<file path="src/rtl/button_pulsegen.sv">
// Operator push-button front end: synchronise, debounce and turn each accepted
// press into a one-cycle command pulse, with at most one command per cycle.
module button_pulsegen #(
    parameter int DEBOUNCE_CYCLES = 16
) (
    input  logic       clock,
    input  logic       reset,
    input  logic       btn_run,
    input  logic       btn_step_phase,
    input  logic       btn_step_inst,
    output logic       run,
    output logic       step_phase,
    output logic       step_inst,
    output logic [2:0] btn_level
);

    localparam int CW = $clog2(DEBOUNCE_CYCLES) + 1;
    localparam logic [CW-1:0] CNT_LAST = CW'(DEBOUNCE_CYCLES - 1);

    localparam int CH_RUN   = 0;
    localparam int CH_PHASE = 1;
    localparam int CH_INST  = 2;

    logic [2:0] w_raw;
    logic [2:0] w_deb;
    logic [2:0] w_press_req;
    logic [2:0] w_grant;
    logic [2:0] r_pulse;

    assign w_raw = {btn_step_inst, btn_step_phase, btn_run};

    for (genvar g = 0; g < 3; g++) begin : g_chan
        logic          r_s1;
        logic          r_s2;
        logic          r_deb;
        logic [CW-1:0] r_cnt;
        logic          w_at_limit;

        // The synchronised level has disagreed with the accepted level long enough.
        assign w_at_limit = (r_s2 != r_deb) && (r_cnt == CNT_LAST);

        // NOTE: sequential state uses non-blocking assignments so every flop
        // samples the pre-edge value of its neighbours (the s1->s2 chain relies on it).
        always_ff @(posedge clock or posedge reset) begin
            if (reset) begin
                r_s1  <= 1'b0;
                r_s2  <= 1'b0;
                r_deb <= 1'b0;
                r_cnt <= '0;
            end else begin
                r_s1 <= w_raw[g];
                r_s2 <= r_s1;
                if (r_s2 == r_deb) begin
                    r_cnt <= '0;
                end else if (w_at_limit) begin
                    r_deb <= r_s2;
                    r_cnt <= '0;
                end else begin
                    r_cnt <= r_cnt + CW'(1);
                end
            end
        end

        assign w_deb[g]       = r_deb;
        assign w_press_req[g] = w_at_limit && r_s2;
    end

    // NOTE: the default assignment first keeps this combinational block latch-free.
    always_comb begin
        w_grant = '0;
        if (w_press_req[CH_PHASE]) begin
            w_grant[CH_PHASE] = 1'b1;
        end else if (w_press_req[CH_INST]) begin
            w_grant[CH_INST] = 1'b1;
        end else if (w_press_req[CH_RUN]) begin
            w_grant[CH_RUN] = 1'b1;
        end
    end

    // Losing requests are dropped; the pulse register lines up with the deb flip.
    always_ff @(posedge clock or posedge reset) begin
        if (reset) begin
            r_pulse <= '0;
        end else begin
            r_pulse <= w_grant;
        end
    end

    assign run        = r_pulse[CH_RUN];
    assign step_phase = r_pulse[CH_PHASE];
    assign step_inst  = r_pulse[CH_INST];
    assign btn_level  = w_deb;

endmodule

</file>
<file path="config.mk">
export PLATFORM = sky130hd
export DESIGN_NAME = button_pulsegen
export DESIGN_NICKNAME = d
export VERILOG_FILES = /design/src/rtl/button_pulsegen.sv
export SDC_FILE = /design/constraint.sdc
export NUM_CORES = 1
export LEC_CHECK = 0
export CORE_AREA = 4 4 49 94
export CTS_CLUSTER_DIAMETER = 80
export DETAILED_ROUTE_END_ITERATION = 8
export DIE_AREA = 0 0 53 98
export GPL_TIMING_DRIVEN = 0
export PLACE_DENSITY = 0.53
export SYNTH_ARGS = -nofsm -noshare
export SYNTH_HDL_FRONTEND = slang
export SYNTH_SLANG_ARGS = --single-unit
</file>
<file path="constraint.sdc">
create_clock -name clock -period 3.5 [get_ports clock]
set_input_delay 0.7 -clock clock [delete_from_list [all_inputs] [get_ports clock]]
set_output_delay 0.7 -clock clock [all_outputs]
set_load 0.1 [all_outputs]
</file>
; ---- Word level (Yosys, flattened, before mapping)
; Cells that the tools add are included.
[word_totals]
ff_bits = 27
input_bits = 5
wordCells = 49
[classes]
add_sub_neg = 3
n_eq_ne = 9
muxes = 12
bitwise_logic = 3
n_reduce_logical = 9
[ops]
columns = op, n
row1 = $mux W5, 6
row2 = $add A5 B1 Y5 const B, 3
row3 = $eq A5 B4 Y1 const B, 3
row4 = $logic_and A1 B1 Y1, 6
row5 = $mux W1, 6
row6 = $reduce_and A2 Y1, 3
row7 = $eq A1 B1 Y1, 3
row8 = $ne A1 B1 Y1, 3
row9 = $not A1 Y1, 3

; ---- Depth between registers and ports, before layout
; Gate-level depths: netlist of the first run.
[logic_depth]
depth_word = 6
mapped_depth = 4

; ---- Worst setup path after synthesis of the first run
; Ideal clock, no wire load.
[synth_timing]
kind = reg2out
start = reg r_pulse[0]
end = out run
arrival_ns = 0.883
required_ns = 2.800
setup_slack_ns = 1.917
stages_incl_launch_ff = 1
cell_sequence = dfrtp_1
[synth_lines]
columns = element, line
row1 = "start, declared", 28  ; logic [2:0] r_pulse;
row2 = "start signal, assigned", 85  ; r_pulse <= w_grant;
row3 = "end, declared", 11  ; output logic run,
; No word-level cell between the ends.

; ---- Final worst setup path of the first run
[layout_timing]
start = reg g_chan[1].r_deb
end = out btn_level[1]
[layout_lines]
columns = element, line
row1 = "start, declared", 35  ; logic r_deb;
row2 = "start signal, assigned", 56  ; r_deb <= r_s2;
row3 = "end, declared", 14  ; output logic [2:0] btn_level
; No word-level cell between the ends.

==> metrics.md, run 1 <==
| Metric | Value |
|---|---|
| Most used routing layer | `met2` |
| CP required | `2.80 ns` |
| Met2 usage | `between 10% and 20%` |
| Power per cell area | `around 420 nW/um^2` |
| Die ar. | `5190 sq um` |
| Area grow syn2layout | `19.9%` |
| Diodes inserted | `0` |
| Antenna-violating nets left | `0` |
| Hpwl dp | `1130 um` |
| Initial antenna violation count | `0` |
| Total core area | `3880 sq um` |
| Syn. warnings | `0` |
| Overflow left after global routing | `0` |
| Setup violators final | `0` |
| DR vias | `roughly 610` |
| Fmax achieved | `376 MHz` |
| DR pass1 iterations | `2` |
| Run status | `completed` |
| Net Switching | `112 uW` |
| Row count | `32` |
| Ratio of cells with drive above 1 in the final layout | `10.5%` |
| Most common cell after layout, fill and taps aside | `dfrtp_1` |
| Root buf cell | `clkbuf_8` |
| Routability cong. | `0.648` |
| Die Span Y | `98 um` |
| First-pass GRT wire length | `2720 um` |
| Starting DRT DRC Count | `6` |
| Post-CTS Hold Buffers | `0` |
| FF-to-FF setup slack | `2.17 ns` |
| Layout Utilization | `approximately a third` |
| Register area share after synthesis | `between 60 and 70%` |
| Comb power frac | `roughly 5.4%` |
| Gates resized, CTS repair | `0` |
| Worst-path fanout max | `4` |
| Post-Layout Cell Count | `about 150` |
| Maximum vdd drop | `0.233 mV` |
| Critical Path Start Type | `flip-flop` |
| CTS clk-pin slew, worst paths | `0.09 ns` |
| Syn Inst Count | `81` |
| Netlist Area Pre-Place | `1050 sq um` |
| Final net count | `104` |
| Final Max Slew Viols | `0` |
| Min Tclk post-route | `2.66 ns` |
| Max transition margin | `34.9%` |
| H-tree depth | `1` |
| Slowest cell on crit path | `clkdlybuf4s50_1` |
| Post-CTS setup buffers | `0` |
| Worst-margin pin slew | `slightly below 1 ns` |
| CTS Buffer Depth | `2` |
| Final instance area | `between 1000 and 1500 sq um` |
| Vias in the first global route | `632` |
| Final TNS setup | `0 ns` |
| # DRC | `0` |
| Place WS | `1.12 ns` |
| TritonCTS Buffers | `3` |
| Crit path cell chain | `buf_4 -> clkdlybuf4s50_1` |
| Clock skew | `0.00339 ns` |
| Placed cell area | `1210 sq um` |
| Met3 Resource Use GR | `1.37%` |
| Clk pwr share | `31.9%` |
| CTS tree | `built` |
| Largest net degree at the start of global routing | `28` |
| RSZ-0062 raised after global routing | `no` |
| Seq pwr share | `62.7%` |
| Placed insts | `about 140` |
| Drt wl/cell | `10.3 um` |
| Avg Cell Area, Syn | `13.0 sq um` |
| Final wirelength | `1510 um` |
| Final hold violation count | `0` |
| Syn_nets | `89` |
| Net Sw Frac | `21.1%` |
| P_int | `418 uW` |
| Slowest Stage Delay on Critical Path | `~1.1 ns` |
| Worst hold path class | `flip-flop to flip-flop` |
| M1 GR Usage | `roughly 8.2%` |
| Post-synthesis cell type count | `18` |
| CTS sink cnt | `27` |
| Clock Latency Late Sink | `0.26 ns` |
| Setup ws final | `~0.84 ns` |
| Starting Density | `27.0%` |
| Gr usage total | `6.91%` |
| Port Buf Inserts | `10` |
| IO Count | `11` |
| Pleak | `0.621 nW` |
| Die X | `about 53 um` |
| Yosys top cell by area | `dfrtp_1` |
| Top cell type's share of synthesized area | `64.4%` |
| Register bit count reported by yosys | `27` |
| Crit. End Element | `primary output` |
| Max-cap violations | `0` |
| Synth area leaders | `dfrtp_1, xor2_1, nor2_1, ha_1, and2_1` |
| Period utilization | `75.9%` |
| CP arrival | `roughly 2.0 ns` |
| Most frequent cells in the layout | `dfrtp_1, nor2_1, clkdlybuf4s50_1` |
| Setup CP Type | `flip-flop to primary output` |
| Vias per Instance | `4.16` |
cell type report:
class,count,area [sq um]
inverters,4,15.0
repair buffers,10,100
multi-input cells,47,337
clock buffers,4,45.0
fillers,413,2630
plain buffers,3,22.5
well taps,51,63.8
flip-flops and latches,27,676
logic make-up after synthesis:
kind of cell | after synthesis | share of synthesized area (%)
adders and majority gates | 3 | 3.58
buffers and inverters | 7 | 3.58
AOI/OAI and AO/OA | 4 | 2.26
muxes | 3 | 3.22
xor gates and xnor gates | 9 | 7.51
and+or+nand+nor | 28 | 15.5
DFF | 27 | 64.4
state kept, by name, summed over array words and instances (netlist names):
name,cells
g_chan.r_cnt,15
g_chan.r_deb,3
g_chan.r_s1,3
g_chan.r_s2,3
r_pulse,3
path summary, 6_finish.rpt:
check / cells past startpoint / to / from
min in group asynchronous: 2 / g_chan[1].r_deb$_DFFE_PP0P_ / reset
setup reg to reg: 4 / g_chan[2].r_deb$_DFFE_PP0P_ / g_chan[2].r_cnt[0]$_DFF_PP0_
max in group asynchronous: 2 / g_chan[2].r_cnt[3]$_DFF_PP0_ / reset
setup / recovery: 2 / btn_level[1] / g_chan[1].r_deb$_DFFE_PP0P_
hold reg to reg: 0 / g_chan[0].r_s2$_DFF_PP0_ / g_chan[0].r_s1$_DFF_PP0_
hold / removal: 0 / g_chan[0].r_s2$_DFF_PP0_ / g_chan[0].r_s1$_DFF_PP0_
synth_stat cells, drive strengths merged:
cell / n
and2: 4
and3: 3
buf: 3
dfrtp: 27
ha: 3
inv: 4
mux2: 3
nand2b: 1
nand3: 6
nor2: 11
nor4: 2
nor4b: 1
o21ai: 3
o311ai: 1
xor2: 9
metal layers:
layer,wire length (um),part of all wire [%]
met5,0,0
met4,26,1.7
met3,55,3.6
met2,817,54
met1,609,40
metrics by stage:
stage / hold slack (ns) / power [mW]
finish: 0.354 / 0.530
floorplan: 0.331 / 0.357
detailed placement: 0.336 / 0.369
global route: 0.371 / 0.560
global placement: 0.333 / 0.367
CTS: 0.358 / 0.543
worst max-delay path, delay by kind of cell (launching register included):
family	cells	cell delay, ns
buf+inv	2	1.25
flops	1	0.44
power groups by stage:
stage | clock [mW] | sequential [mW] | combinational (mW)
after global placement | 0 | 0.338 | 0.0288
after detailed placement | 0 | 0.339 | 0.0298
after global routing | 0.191 | 0.334 | 0.0339
after floorplan | 0 | 0.336 | 0.0208
final | 0.169 | 0.332 | 0.0284
after CTS | 0.180 | 0.333 | 0.0299
No activity file was read; power rests on OpenSTA's default activity.
==> inputs of run 2 (changes only) <==
clock period = 2.7 ns   (was 3.5 ns; I/O delays follow)
==> results of run 2 <==
The final DEF is identical to that of run 1. Status: completed.
Among the figures that moved: setup slack after placement 1.12 ns -> 0.478 ns; setup slack after layout 0.842 ns -> 0.202 ns; register-to-register setup slack 2.17 ns -> 1.37 ns; total power 0.530 mW -> 0.687 mW; worst IR drop on VDD 0.233 mV -> 0.302 mV
==> inputs of run 3 (changes only) <==
CORE_AREA = 4 4 52 88   (was 4 4 49 94)
DIE_AREA = 0 0 56 92   (was 0 0 53 98)
HOLD_SLACK_MARGIN = 0.02   (was default)
==> run 3 against run 2 <==
Non-clock buffer count is the same. Fmax about the same. Cell count decreased by 2.1%. Routed wire length is 0.13% higher. Combinational power increased by 2%. Utilization is 0.26 points lower. Via count down 0.33%. Die area shrank 0.81%. Critical endpoint unchanged. Largest cell class unchanged. Largest power group unchanged.
==> metrics.md, run 3 (same netlist as run 1, synthesis figures left out) <==
| Metric | Value |
|---|---|
| Run status | `completed` |
| CP arrival | `1.96 ns (about the same)` |
| # DRC | `0 (unchanged)` |
| Clk pwr share | `32.0% (about the same)` |
| CP required | `around 2.2 ns` |
| Post-CTS Hold Buffers | `0 (unchanged)` |
| TritonCTS Buffers | `3 (unchanged)` |
| Port Buf Inserts | `10 (unchanged)` |
| Seq pwr share | `62.5% (-0.2 points)` |
| Net Sw Frac | `21.3%` |
| Crit path buffers/inverters | `2 (unchanged)` |
| Max-cap violations | `0 (unchanged)` |
| First-pass GRT wire length | `2700 um (-0.52%)` |
| Die ar. | `5150 sq um (-0.81%)` |
| Gr usage total | `6.65% (-0.26 points)` |
| Crit path cell chain | `buf_4 -> clkdlybuf4s50_1` |
| CTS Buffer Depth | `2 (unchanged)` |
| Overflow left after global routing | `0 (unchanged)` |
| Worst-margin pin slew | `0.990 ns (+0.0144 ns)` |
| Crit. End Element | `primary output` |
| H-tree depth | `1 (unchanged)` |
| Routability cong. | `0.639 (-1.3%)` |
| Clock Latency Late Sink | `0.26 ns (about the same)` |
| Cell depth of the worst flop-to-flop path | `4 (unchanged)` |
| Area grow syn2layout | `19.5%` |
| CTS tree | `built` |
| Met2 usage | `11.2% (+0.12 points)` |
| Diodes inserted | `0 (unchanged)` |
| Total core area | `3900 sq um (+0.52%)` |
| Biggest register | `g_chan.r_cnt` |
| Final hold violation count | `0 (unchanged)` |
| Final TNS setup | `0 ns (unchanged)` |
| Setup violators final | `0 (unchanged)` |
| FF-to-FF setup slack | `1.38 ns` |
| Critical Path End | `btn_level[1]` |
| Net Switching | `147 uW` |
| Min Tclk post-route | `2.50 ns` |
| Layout Utilization | `32.1% (-0.26 points)` |
| Met3 Resource Use GR | `1.55% (+0.18 points)` |
| Most used routing layer | `met2` |
| Worst-path fanout max | `4 (unchanged)` |
| CTS clk-pin slew, worst paths | `0.08 ns (about the same)` |
| Worst hold path class | `flip-flop to flip-flop` |
| Starting DRT DRC Count | `5 (-1)` |
| Pleak | `0.621 nW (unchanged)` |
| Max reg flops | `15 (unchanged)` |
| Final wirelength | `1510 um (+0.13%)` |
| Critical Path Start Type | `flip-flop` |
| P_int | `roughly 540 uW` |
| Root buf cell | `clkbuf_8` |
| DR pass1 iterations | `2 (unchanged)` |
| Comb power frac | `5.5% (about the same)` |
| Largest net degree at the start of global routing | `28 (unchanged)` |
| Critical path's top delay family | `buffers and inverters` |
| Vias per Instance | `4.24 (+1.8%)` |
| Initial antenna violation count | `0 (unchanged)` |
| Final net count | `104 (unchanged)` |
| Maximum vdd drop | `0.296 mV` |
| Row count | `30 (-6.3%)` |
| Starting Density | `26.9% (-0.14 points)` |
| Fmax achieved | `400 MHz` |
| RSZ-0062 raised after global routing | `no` |
| Vias in the first global route | `633 (+0.16%)` |
| Hpwl dp | `1110 um (-2.0%)` |
| Drt wl/cell | `10.6 um (+2.2%)` |
| Power consumption | `689 uW` |
| DR vias | `606 (-0.33%)` |
| Most common cell after layout, fill and taps aside | `dfrtp_1` |
| CTS sink cnt | `27 (unchanged)` |
| Endpoint of the worst-slack reg-to-reg timing path | `g_chan[2].r_deb$_DFFE_PP0P_` |
| IO Count | `11 (unchanged)` |
| CP Launch Point | `g_chan[1].r_deb$_DFFE_PP0P_` |
| Ratio of cells with drive above 1 in the final layout | `10.5% (unchanged)` |
| M1 GR Usage | `7.09% (-1.1 points)` |
| Die Span Y | `92 um (-6.1%)` |
| Setup CP Type | `flip-flop to primary output` |
| Power per cell area | `549 nW/um^2` |
| Period utilization | `92.6%` |
| Critical path depth in cells | `2 (unchanged)` |
| Slowest cell on crit path | `clkdlybuf4s50_1` |
| Antenna-violating nets left | `0 (unchanged)` |
| Max transition margin | `33.9% (-0.96 points)` |
| Final Max Slew Viols | `0 (unchanged)` |
| Most frequent cells in the layout | `dfrtp_1, nor2_1, clkdlybuf4s50_1` |
| Die X | `56 um (+5.7%)` |
| Post-CTS setup buffers | `0 (unchanged)` |
| Clock skew | `0.00209 ns (-0.00129 ns)` |
| Slowest Stage Delay on Critical Path | `1.12 ns (about the same)` |
| RR Startpoint | `g_chan[2].r_cnt[0]$_DFF_PP0_` |
| Gates resized, CTS repair | `0 (unchanged)` |
run 3: worst min path at each step:
stage | from | endpoint | slack, ns | depth (start not counted)
after global routing | g_chan[2].r_s1$_DFF_PP0_ | g_chan[2].r_s2$_DFF_PP0_ | 0.37 | 0
after CTS | g_chan[0].r_s1$_DFF_PP0_ | g_chan[0].r_s2$_DFF_PP0_ | 0.36 | 0
after detailed placement | g_chan[0].r_s1$_DFF_PP0_ | g_chan[0].r_s2$_DFF_PP0_ | 0.34 | 0
final | g_chan[0].r_s1$_DFF_PP0_ | g_chan[0].r_s2$_DFF_PP0_ | 0.36 | 0
after floorplan | g_chan[0].r_s1$_DFF_PP0_ | g_chan[0].r_s2$_DFF_PP0_ | 0.33 | 0
after global placement | g_chan[0].r_s1$_DFF_PP0_ | g_chan[0].r_s2$_DFF_PP0_ | 0.33 | 0
run 3: metrics by stage:
| stage | hold WS [ns] | cells | cell area, sq um | worst slack (ns) |
|---|---|---|---|---|
| global placement | 0.331 | 139 | 1210 | 0.500 |
| floorplan | 0.331 | 81 | 1050 | 1.28 |
| global route | 0.373 | 143 | 1250 | 0.160 |
| finish | 0.358 | 143 | 1250 | 0.201 |
| detailed placement | 0.343 | 139 | 1210 | 0.485 |
| CTS | 0.364 | 143 | 1250 | 0.186 |
run 3: metal layers:
layer | share of wire (%) | vias to the layer above
li1 | - | 293
met1 | 42 | 298
met2 | 51 | 11
met3 | 3.6 | 4
met4 | 3.2 | 0
met5 | 0 | -
run 3: power groups by stage:
stage          Combinational (mW)  Clock (mW)  Sequential, mW
5_1_grt                    0.0441       0.245           0.433
3_5_place_dp               0.0389           0           0.439
4_1_cts                    0.0393       0.232           0.431
3_3_place_gp               0.0371           0           0.437
2_1_floorplan              0.0269           0           0.436
6_report                   0.0376       0.221           0.430
run 3: final cells by class:
cell class,instances,area [sq um]
clock buffer,4,45.0
tap,48,60.1
timing repair buffer,10,100
fill,408,2650
multi-input combinational,47,337
sequential,27,676
buffer,3,22.5
inverter,4,15.0
